## config.mk

```make
export PLATFORM = sky130hd
export DESIGN_NAME = writeback_stage_flat
export DESIGN_NICKNAME = d
export VERILOG_FILES = /design/src/rtl/cpu_pkg.sv /design/src/rtl/writeback_stage_if.sv /design/src/rtl/load_extend.sv /design/src/rtl/writeback_stage.sv /design/src/flat_wrapper.sv
export SDC_FILE = /design/constraint.sdc
export NUM_CORES = 1
export LEC_CHECK = 0
export CAP_MARGIN = 10
export CORE_ASPECT_RATIO = 0.7
export CORE_MARGIN = 1
export CORE_UTILIZATION = 34
export DETAILED_ROUTE_END_ITERATION = 6
export HOLD_SLACK_MARGIN = 0.1
export PLACE_DENSITY_LB_ADDON = 0.25
export SLEW_MARGIN = 20
export SYNTH_ARGS = -nofsm -noshare
export SYNTH_HDL_FRONTEND = slang
export SYNTH_HIERARCHICAL = 1
export SYNTH_SLANG_ARGS = --single-unit
export TNS_END_PERCENT = 5
```

## constraint.sdc

```tcl
create_clock -name clk -period 2.7 [get_ports clk]
set_clock_uncertainty 0.05 [all_clocks]
set_input_delay 0.405 -clock clk [delete_from_list [all_inputs] [get_ports clk]]
set_output_delay 0.405 -clock clk [all_outputs]
set_load 0.03 [all_outputs]
```

## src/rtl/cpu_pkg.sv

```systemverilog
// Encodings shared across the CPU core: result-source select, load funct3
// codes and the writeback FSM states.
package cpu_pkg;

    localparam int WB_DATA_W = 32;
    localparam int WB_ADDR_W = 5;

    typedef enum logic [1:0] {
        RES_ALU  = 2'b00,
        RES_LOAD = 2'b01,
        RES_PC4  = 2'b10,
        RES_RSVD = 2'b11
    } result_src_t;

    localparam logic [2:0] F3_LB  = 3'b000;
    localparam logic [2:0] F3_LH  = 3'b001;
    localparam logic [2:0] F3_LW  = 3'b010;
    localparam logic [2:0] F3_LBU = 3'b100;
    localparam logic [2:0] F3_LHU = 3'b101;

    typedef enum logic [1:0] {
        IDLE      = 2'b00,
        WAIT_LOAD = 2'b01,
        WRITE     = 2'b10
    } wb_state_t;

endpackage

```

## src/rtl/writeback_stage_if.sv

```systemverilog
// Memory-stage to writeback-stage handshake: retiring instruction and its
// result sources.
interface writeback_stage_if import cpu_pkg::*; #(
    parameter int DATA_W = WB_DATA_W,
    parameter int ADDR_W = WB_ADDR_W
) ();
    logic              in_valid;
    logic              in_ready;
    logic [ADDR_W-1:0] in_rd;
    logic              in_reg_write;
    logic [1:0]        in_result_src;
    logic [2:0]        in_funct3;
    logic [DATA_W-1:0] in_alu_result;
    logic [DATA_W-1:0] in_pc_plus4;

    modport master (
        output in_valid, in_rd, in_reg_write, in_result_src, in_funct3,
               in_alu_result, in_pc_plus4,
        input  in_ready
    );

    modport slave (
        input  in_valid, in_rd, in_reg_write, in_result_src, in_funct3,
               in_alu_result, in_pc_plus4,
        output in_ready
    );
endinterface

```

## src/rtl/load_extend.sv

```systemverilog
// Combinational load-data alignment: picks the addressed byte/halfword out of
// a little-endian word and sign- or zero-extends it.
module load_extend import cpu_pkg::*; #(
    parameter int DATA_W = WB_DATA_W
) (
    input  logic [DATA_W-1:0] word,
    input  logic [2:0]        funct3,
    input  logic [1:0]        offset,
    output logic [DATA_W-1:0] data
);
    logic signed [7:0]  byte_s;
    logic signed [15:0] half_s;

    always_comb begin
        byte_s = word[{offset, 3'b000} +: 8];
        // Halfwords are selected by offset[1] only; offset[0] is ignored.
        half_s = word[{offset[1], 4'b0000} +: 16];
        case (funct3)
            F3_LB:   data = {{(DATA_W-8){byte_s[7]}}, byte_s};
            F3_LBU:  data = {{(DATA_W-8){1'b0}}, byte_s};
            F3_LH:   data = {{(DATA_W-16){half_s[15]}}, half_s};
            F3_LHU:  data = {{(DATA_W-16){1'b0}}, half_s};
            F3_LW:   data = word;
            default: data = word;
        endcase
    end
endmodule

```

## src/rtl/writeback_stage.sv

```systemverilog
// Final pipeline stage: sole writer of the register file, waits on load
// responses, and reports retired count and stray-response errors.
module writeback_stage import cpu_pkg::*; #(
    parameter int DATA_W = WB_DATA_W,
    parameter int ADDR_W = WB_ADDR_W
) (
    input  logic              clk,
    input  logic              rst,
    writeback_stage_if.slave  mi,
    input  logic              mem_rsp_valid,
    input  logic [DATA_W-1:0] mem_rsp_data,
    output logic [ADDR_W-1:0] rf_a3,
    output logic [DATA_W-1:0] rf_wd3,
    output logic              rf_we3,
    output logic              fwd_valid,
    output logic [ADDR_W-1:0] fwd_rd,
    output logic [DATA_W-1:0] fwd_data,
    output logic              rsp_err,
    output logic [31:0]       instret
);
    wb_state_t         state_q, state_d;
    logic              accept, no_write, is_load;
    logic [ADDR_W-1:0] wr_rd_d;
    logic [DATA_W-1:0] wr_data_d, ld_data;

    logic [ADDR_W-1:0] ld_rd_p0;
    logic [2:0]        ld_funct3_p0;
    logic [1:0]        ld_off_p0;

    logic              we_p1;
    logic [ADDR_W-1:0] a3_p1;
    logic [DATA_W-1:0] wd3_p1;
    logic              err_q;
    logic [31:0]       instret_q;

    assign mi.in_ready = (state_q != WAIT_LOAD);
    assign accept      = mi.in_valid && mi.in_ready;
    assign no_write    = !mi.in_reg_write || (mi.in_rd == '0);
    assign is_load     = (mi.in_result_src == RES_LOAD);

    load_extend #(.DATA_W(DATA_W)) u_ext (
        .word   (mem_rsp_data),
        .funct3 (ld_funct3_p0),
        .offset (ld_off_p0),
        .data   (ld_data)
    );

    always_comb begin
        state_d   = state_q;
        wr_rd_d   = mi.in_rd;
        wr_data_d = (mi.in_result_src == RES_PC4) ? mi.in_pc_plus4 : mi.in_alu_result;
        case (state_q)
            WAIT_LOAD: begin
                wr_rd_d   = ld_rd_p0;
                wr_data_d = ld_data;
                if (mem_rsp_valid) state_d = WRITE;
            end
            default: begin
                if (!accept || no_write) state_d = IDLE;
                else if (is_load)        state_d = WAIT_LOAD;
                else                     state_d = WRITE;
            end
        endcase
    end

    // Stage p0: load context captured at accept, consumed when the response lands.
    always_ff @(posedge clk) begin
        if (accept) begin
            ld_rd_p0     <= mi.in_rd;
            ld_funct3_p0 <= mi.in_funct3;
            ld_off_p0    <= mi.in_alu_result[1:0];
        end
    end

    // Stage p1: registered write port, error flag and retire counter.
    always_ff @(posedge clk or negedge rst) begin
        if (!rst) begin
            state_q   <= IDLE;
            we_p1     <= 1'b0;
            a3_p1     <= '0;
            wd3_p1    <= '0;
            err_q     <= 1'b0;
            instret_q <= '0;
        end else begin
            state_q <= state_d;
            we_p1   <= (state_d == WRITE);
            if (state_d == WRITE) begin
                a3_p1  <= wr_rd_d;
                wd3_p1 <= wr_data_d;
            end
            if (mem_rsp_valid && (state_q != WAIT_LOAD)) err_q <= 1'b1;
            // Write-backs and no-write retires are mutually exclusive per cycle.
            if ((state_d == WRITE) || (accept && no_write)) instret_q <= instret_q + 32'd1;
        end
    end

    assign rf_we3    = we_p1;
    assign rf_a3     = a3_p1;
    assign rf_wd3    = wd3_p1;
    assign fwd_valid = we_p1;
    assign fwd_rd    = a3_p1;
    assign fwd_data  = wd3_p1;
    assign rsp_err   = err_q;
    assign instret   = instret_q;
endmodule

```

## src/flat_wrapper.sv

```systemverilog
// flat-port wrapper written by rule: the top's interface ports become plain ports
module writeback_stage_flat import cpu_pkg::*;
#(
    parameter int DATA_W = WB_DATA_W,
    parameter int ADDR_W = WB_ADDR_W
)
  (clk, rst, mem_rsp_valid, mem_rsp_data, rf_a3, rf_wd3, rf_we3, fwd_valid, fwd_rd, fwd_data, rsp_err, instret, mi_in_valid, mi_in_rd, mi_in_reg_write, mi_in_result_src, mi_in_funct3, mi_in_alu_result, mi_in_pc_plus4, mi_in_ready);
  writeback_stage_if #(.DATA_W(DATA_W), .ADDR_W(ADDR_W)) mi_i ();
  input  logic clk;
  input  logic rst;
  input  logic mem_rsp_valid;
  input  logic [DATA_W-1:0] mem_rsp_data;
  output logic [ADDR_W-1:0] rf_a3;
  output logic [DATA_W-1:0] rf_wd3;
  output logic rf_we3;
  output logic fwd_valid;
  output logic [ADDR_W-1:0] fwd_rd;
  output logic [DATA_W-1:0] fwd_data;
  output logic rsp_err;
  output logic [31:0] instret;
  input wire logic [$bits(mi_i.in_valid)-1:0] mi_in_valid;
  input wire logic [$bits(mi_i.in_rd)-1:0] mi_in_rd;
  input wire logic [$bits(mi_i.in_reg_write)-1:0] mi_in_reg_write;
  input wire logic [$bits(mi_i.in_result_src)-1:0] mi_in_result_src;
  input wire logic [$bits(mi_i.in_funct3)-1:0] mi_in_funct3;
  input wire logic [$bits(mi_i.in_alu_result)-1:0] mi_in_alu_result;
  input wire logic [$bits(mi_i.in_pc_plus4)-1:0] mi_in_pc_plus4;
  output wire logic [$bits(mi_i.in_ready)-1:0] mi_in_ready;
  assign mi_i.in_valid = mi_in_valid;
  assign mi_i.in_rd = mi_in_rd;
  assign mi_i.in_reg_write = mi_in_reg_write;
  assign mi_i.in_result_src = mi_in_result_src;
  assign mi_i.in_funct3 = mi_in_funct3;
  assign mi_i.in_alu_result = mi_in_alu_result;
  assign mi_i.in_pc_plus4 = mi_in_pc_plus4;
  assign mi_in_ready = mi_i.in_ready;
  writeback_stage #(.DATA_W(DATA_W), .ADDR_W(ADDR_W)) u_core (.clk(clk), .rst(rst), .mi(mi_i), .mem_rsp_valid(mem_rsp_valid), .mem_rsp_data(mem_rsp_data), .rf_a3(rf_a3), .rf_wd3(rf_wd3), .rf_we3(rf_we3), .fwd_valid(fwd_valid), .fwd_rd(fwd_rd), .fwd_data(fwd_data), .rsp_err(rsp_err), .instret(instret));
endmodule
```

==> run metrics <==
Post-Syn Instances 543; initial antenna violation count 0; largest fanout on the critical path 24; Most used DFF post-synth sky130_fd_sc_hd__dfrtp_1; proportion of layout cells with a drive suffix above 1 7.34%; global-route wire length before repair 23300 um; RSZ-0062 raised after global routing no; total detailed-routing wirelength 15100 um; total gr overflow 0; area enclosed by the die boundary 15100 um2; aggregate negative setup slack 0 ns; root cell of the clock tree sky130_fd_sc_hd__clkbuf_16; final count of negative-setup-slack endpoints 0; CP Capture Type flip-flop; Starting Density 35.3%; critical path's slowest cell sky130_fd_sc_hd__or4_4; Worst Path Buf+Inv 2; class of the most critical setup path input port to flip-flop; clk_lat worst skew 0.34 ns; Cell Area, Synth 4960 um2; async set-reset flop share out of synthesis 88.0%; core outline area 14100 um2; stage delay of the slowest cell on the critical path 0.58 ns; post-CTS repair timing setup buffer count 0; cell area after placement 7080 um2; Tmin final 2.27 ns; logic depth of the worst register-to-register path 7; Synth Warn # 6; Buffers on Ports 220; worst vdd ir 0.393 mV; count of pins on the block boundary 221; synthesized area divided by synthesized cell count 9.13 um2; dominant delay contributor by cell family on the critical path buffers and inverters; post-layout total power 4.99 mW; Std-Cell Rows 36; detailed-routing wirelength on met1 7120 um; CP startpoint kind input port; clock tree from TritonCTS done; type of the most critical hold path input port to async pin; Synth area leaders sky130_fd_sc_hd__dfrtp_1, sky130_fd_sc_hd__mux2i_1, sky130_fd_sc_hd__nand2_1, sky130_fd_sc_hd__buf_4, sky130_fd_sc_hd__edfxtp_1; area share of the leading cell type in the synthesized netlist 36.9%; Die X-Extent 146 um; remaining antenna violation count 0; power per standard cell area 677 nW/um2; Final Wtd Congestion 0.938; CP Data Arrival Time 2.48 ns; syn nets 655; max-cap violation count 0; Die Y-Extent 103 um; number of enable flip-flop cells after synthesis 10; most frequent cells in the layout sky130_fd_sc_hd__clkdlybuf4s50_1, sky130_fd_sc_hd__nand2_1, sky130_fd_sc_hd__dfrtp_1; total track usage 20.4%; worst-margin pin slew 0.972 ns; worst hold slack after final layout 0.147 ns; CTS sink count 83; maximum number of pins on one net before global-route repair 74; routed via count 4497; Gates resized, CTS repair 0; # hold bufs at CTS 0; Critical Path Stages 7; number of global-route vias before repair 4233; required time of the critical path 2.91 ns; CTS clock-pin slew for the worst setup and hold paths 0.06 ns; layout overhead on the synthesized area 48.8%; number of distinct library cells after synthesis 52; mean routed wirelength per cell 16.5 um; Final Cycle Share 84.0%; met2 wire length 6590 um; max frequency 0.441 GHz; estimated wirelength of the detail-placed design 11600 um; run status complete, no violations; area leader, netlist sky130_fd_sc_hd__dfrtp_1; number of clock buffers inserted by TritonCTS 9; cells along the critical path clkdlybuf4s50_1 -> or4_4 -> o211a_1 -> a32oi_4 -> buf_4 -> nand2_1 -> o21ai_1; Avg Vias per Cell 4.93; number of filler cells placed in the layout 1295; Final Hold Violating Endpoints 0; Final Max Slew Viols 0; relative slew slack 35.2%; H-tree lvl count 3; # nets final 829; Residual DRC 0; DRT Pass-1 Iters 5; synthesis-stage register bit count 83; sequential cell area fraction in the yosys report 42.9%; maximum buffer depth of the clock tree 2; detailed route wirelength on metal3 1100 um; core utilization of the finished layout 52.5%; uppermost routed layer met4; Leak 3.05 nW; diode insertion count for antenna repair 0; Iter 0 DRT Violations 250; post-route cell area 7370 um2; most common library cell in the layout ignoring fill and taps sky130_fd_sc_hd__clkdlybuf4s50_1
[final cells by class]
| cell class | count | area (um2) | area share (%) |
|---|---|---|---|
| tap | 190 | 238 | 3.22 |
| timing repair buffer | 231 | 2320 | 31.5 |
| sequential | 83 | 2130 | 28.8 |
| inverter | 8 | 30.0 | 0.407 |
| multi-input combinational | 384 | 2370 | 32.1 |
| clock inverter | 7 | 68.8 | 0.933 |
| clock buffer | 9 | 225 | 3.05 |
[worst register-to-register path, delay by kind of cell, from the launching register on]
family / cells / cell delay [ns]
buffers and inverters: 1 / 0.19
AND/OR/NAND/NOR: 2 / 0.53
AO/OA/AOI/OAI: 4 / 0.72
flip-flops: 1 / 0.62
[final timing paths]
kind | from | to | slack (ns)
max | mi_in_rd[1] | u_core/fwd_data[10] | 0.43
min | rst | u_core/fwd_data[2] | 0.15
min in group clk | u_core/instret[31] | u_core/instret[31] | 0.43
max reg2reg | u_core/ld_funct3_p0[0] | u_core/fwd_data[5] | 0.52
max in group asynchronous | rst | u_core/fwd_data[13] | 1.80
min reg2reg | u_core/instret[31] | u_core/instret[31] | 0.43
[metal layers]
metal | GRT usage [%] | vias up
li1 | - | 2177
met5 | 0 | -
met1 | 28.9 | 2117
met2 | 30.2 | 186
met4 | 6.49 | 0
met3 | 5.31 | 17
[cell usage after synthesis, types with 3 or more instances]
cell and n:
sky130_fd_sc_hd__xnor2_1 22, sky130_fd_sc_hd__nand3_1 13, sky130_fd_sc_hd__mux2i_1 40, sky130_fd_sc_hd__buf_6 5, sky130_fd_sc_hd__o21ai_1 32, sky130_fd_sc_hd__a22oi_1 8
sky130_fd_sc_hd__xor2_1 8, sky130_fd_sc_hd__nor4_1 6, sky130_fd_sc_hd__dfrtp_1 73, sky130_fd_sc_hd__nand2_1 94, sky130_fd_sc_hd__nor2_1 42, sky130_fd_sc_hd__nand4_1 10
sky130_fd_sc_hd__mux2_2 7, sky130_fd_sc_hd__nor2b_1 8, sky130_fd_sc_hd__buf_1 3, sky130_fd_sc_hd__o21ai_0 13, sky130_fd_sc_hd__and3_1 7, sky130_fd_sc_hd__nor3_1 5
sky130_fd_sc_hd__clkbuf_1 9, sky130_fd_sc_hd__buf_4 41, sky130_fd_sc_hd__edfxtp_1 10, sky130_fd_sc_hd__a21oi_1 38, sky130_fd_sc_hd__buf_2 8, sky130_fd_sc_hd__inv_1 6
[where the power goes]
part	total [mW]	leakage, nW	internal [mW]	switching [mW]
combinational	2.07	1.89	0.909	1.16
clock	1.23	0.143	0.713	0.514
sequential	1.69	1.02	1.47	0.221
[through the flow]
stage          cells  setup WS [ns]
3_3_place_gp     896          0.150
5_1_grt          912          0.325
6_report         912          0.431
2_1_floorplan    543          0.600
4_1_cts          912          0.443
3_5_place_dp     896         0.0736
[flip-flops by register name, indices dropped and copies added, names as in the netlist]
name                 flops
u_core/fwd_data         32
u_core/fwd_rd            5
u_core/fwd_valid         1
u_core/instret          32
u_core/ld_funct3_p0      3
u_core/ld_off_p0         2
u_core/ld_rd_p0          5
u_core/rsp_err           1
u_core/state_q           2
[cells by family after synthesis]
group / share of synthesized area, %
adders and majority gates: 0.252
DFF: 42.9
buffers and inverters: 9.87
AOI/OAI and AO/OA: 12.9
muxes: 10.1
xor gates and xnor gates: 5.63
and+or+nand+nor: 18.3
Power figures use the tool's default switching activity.
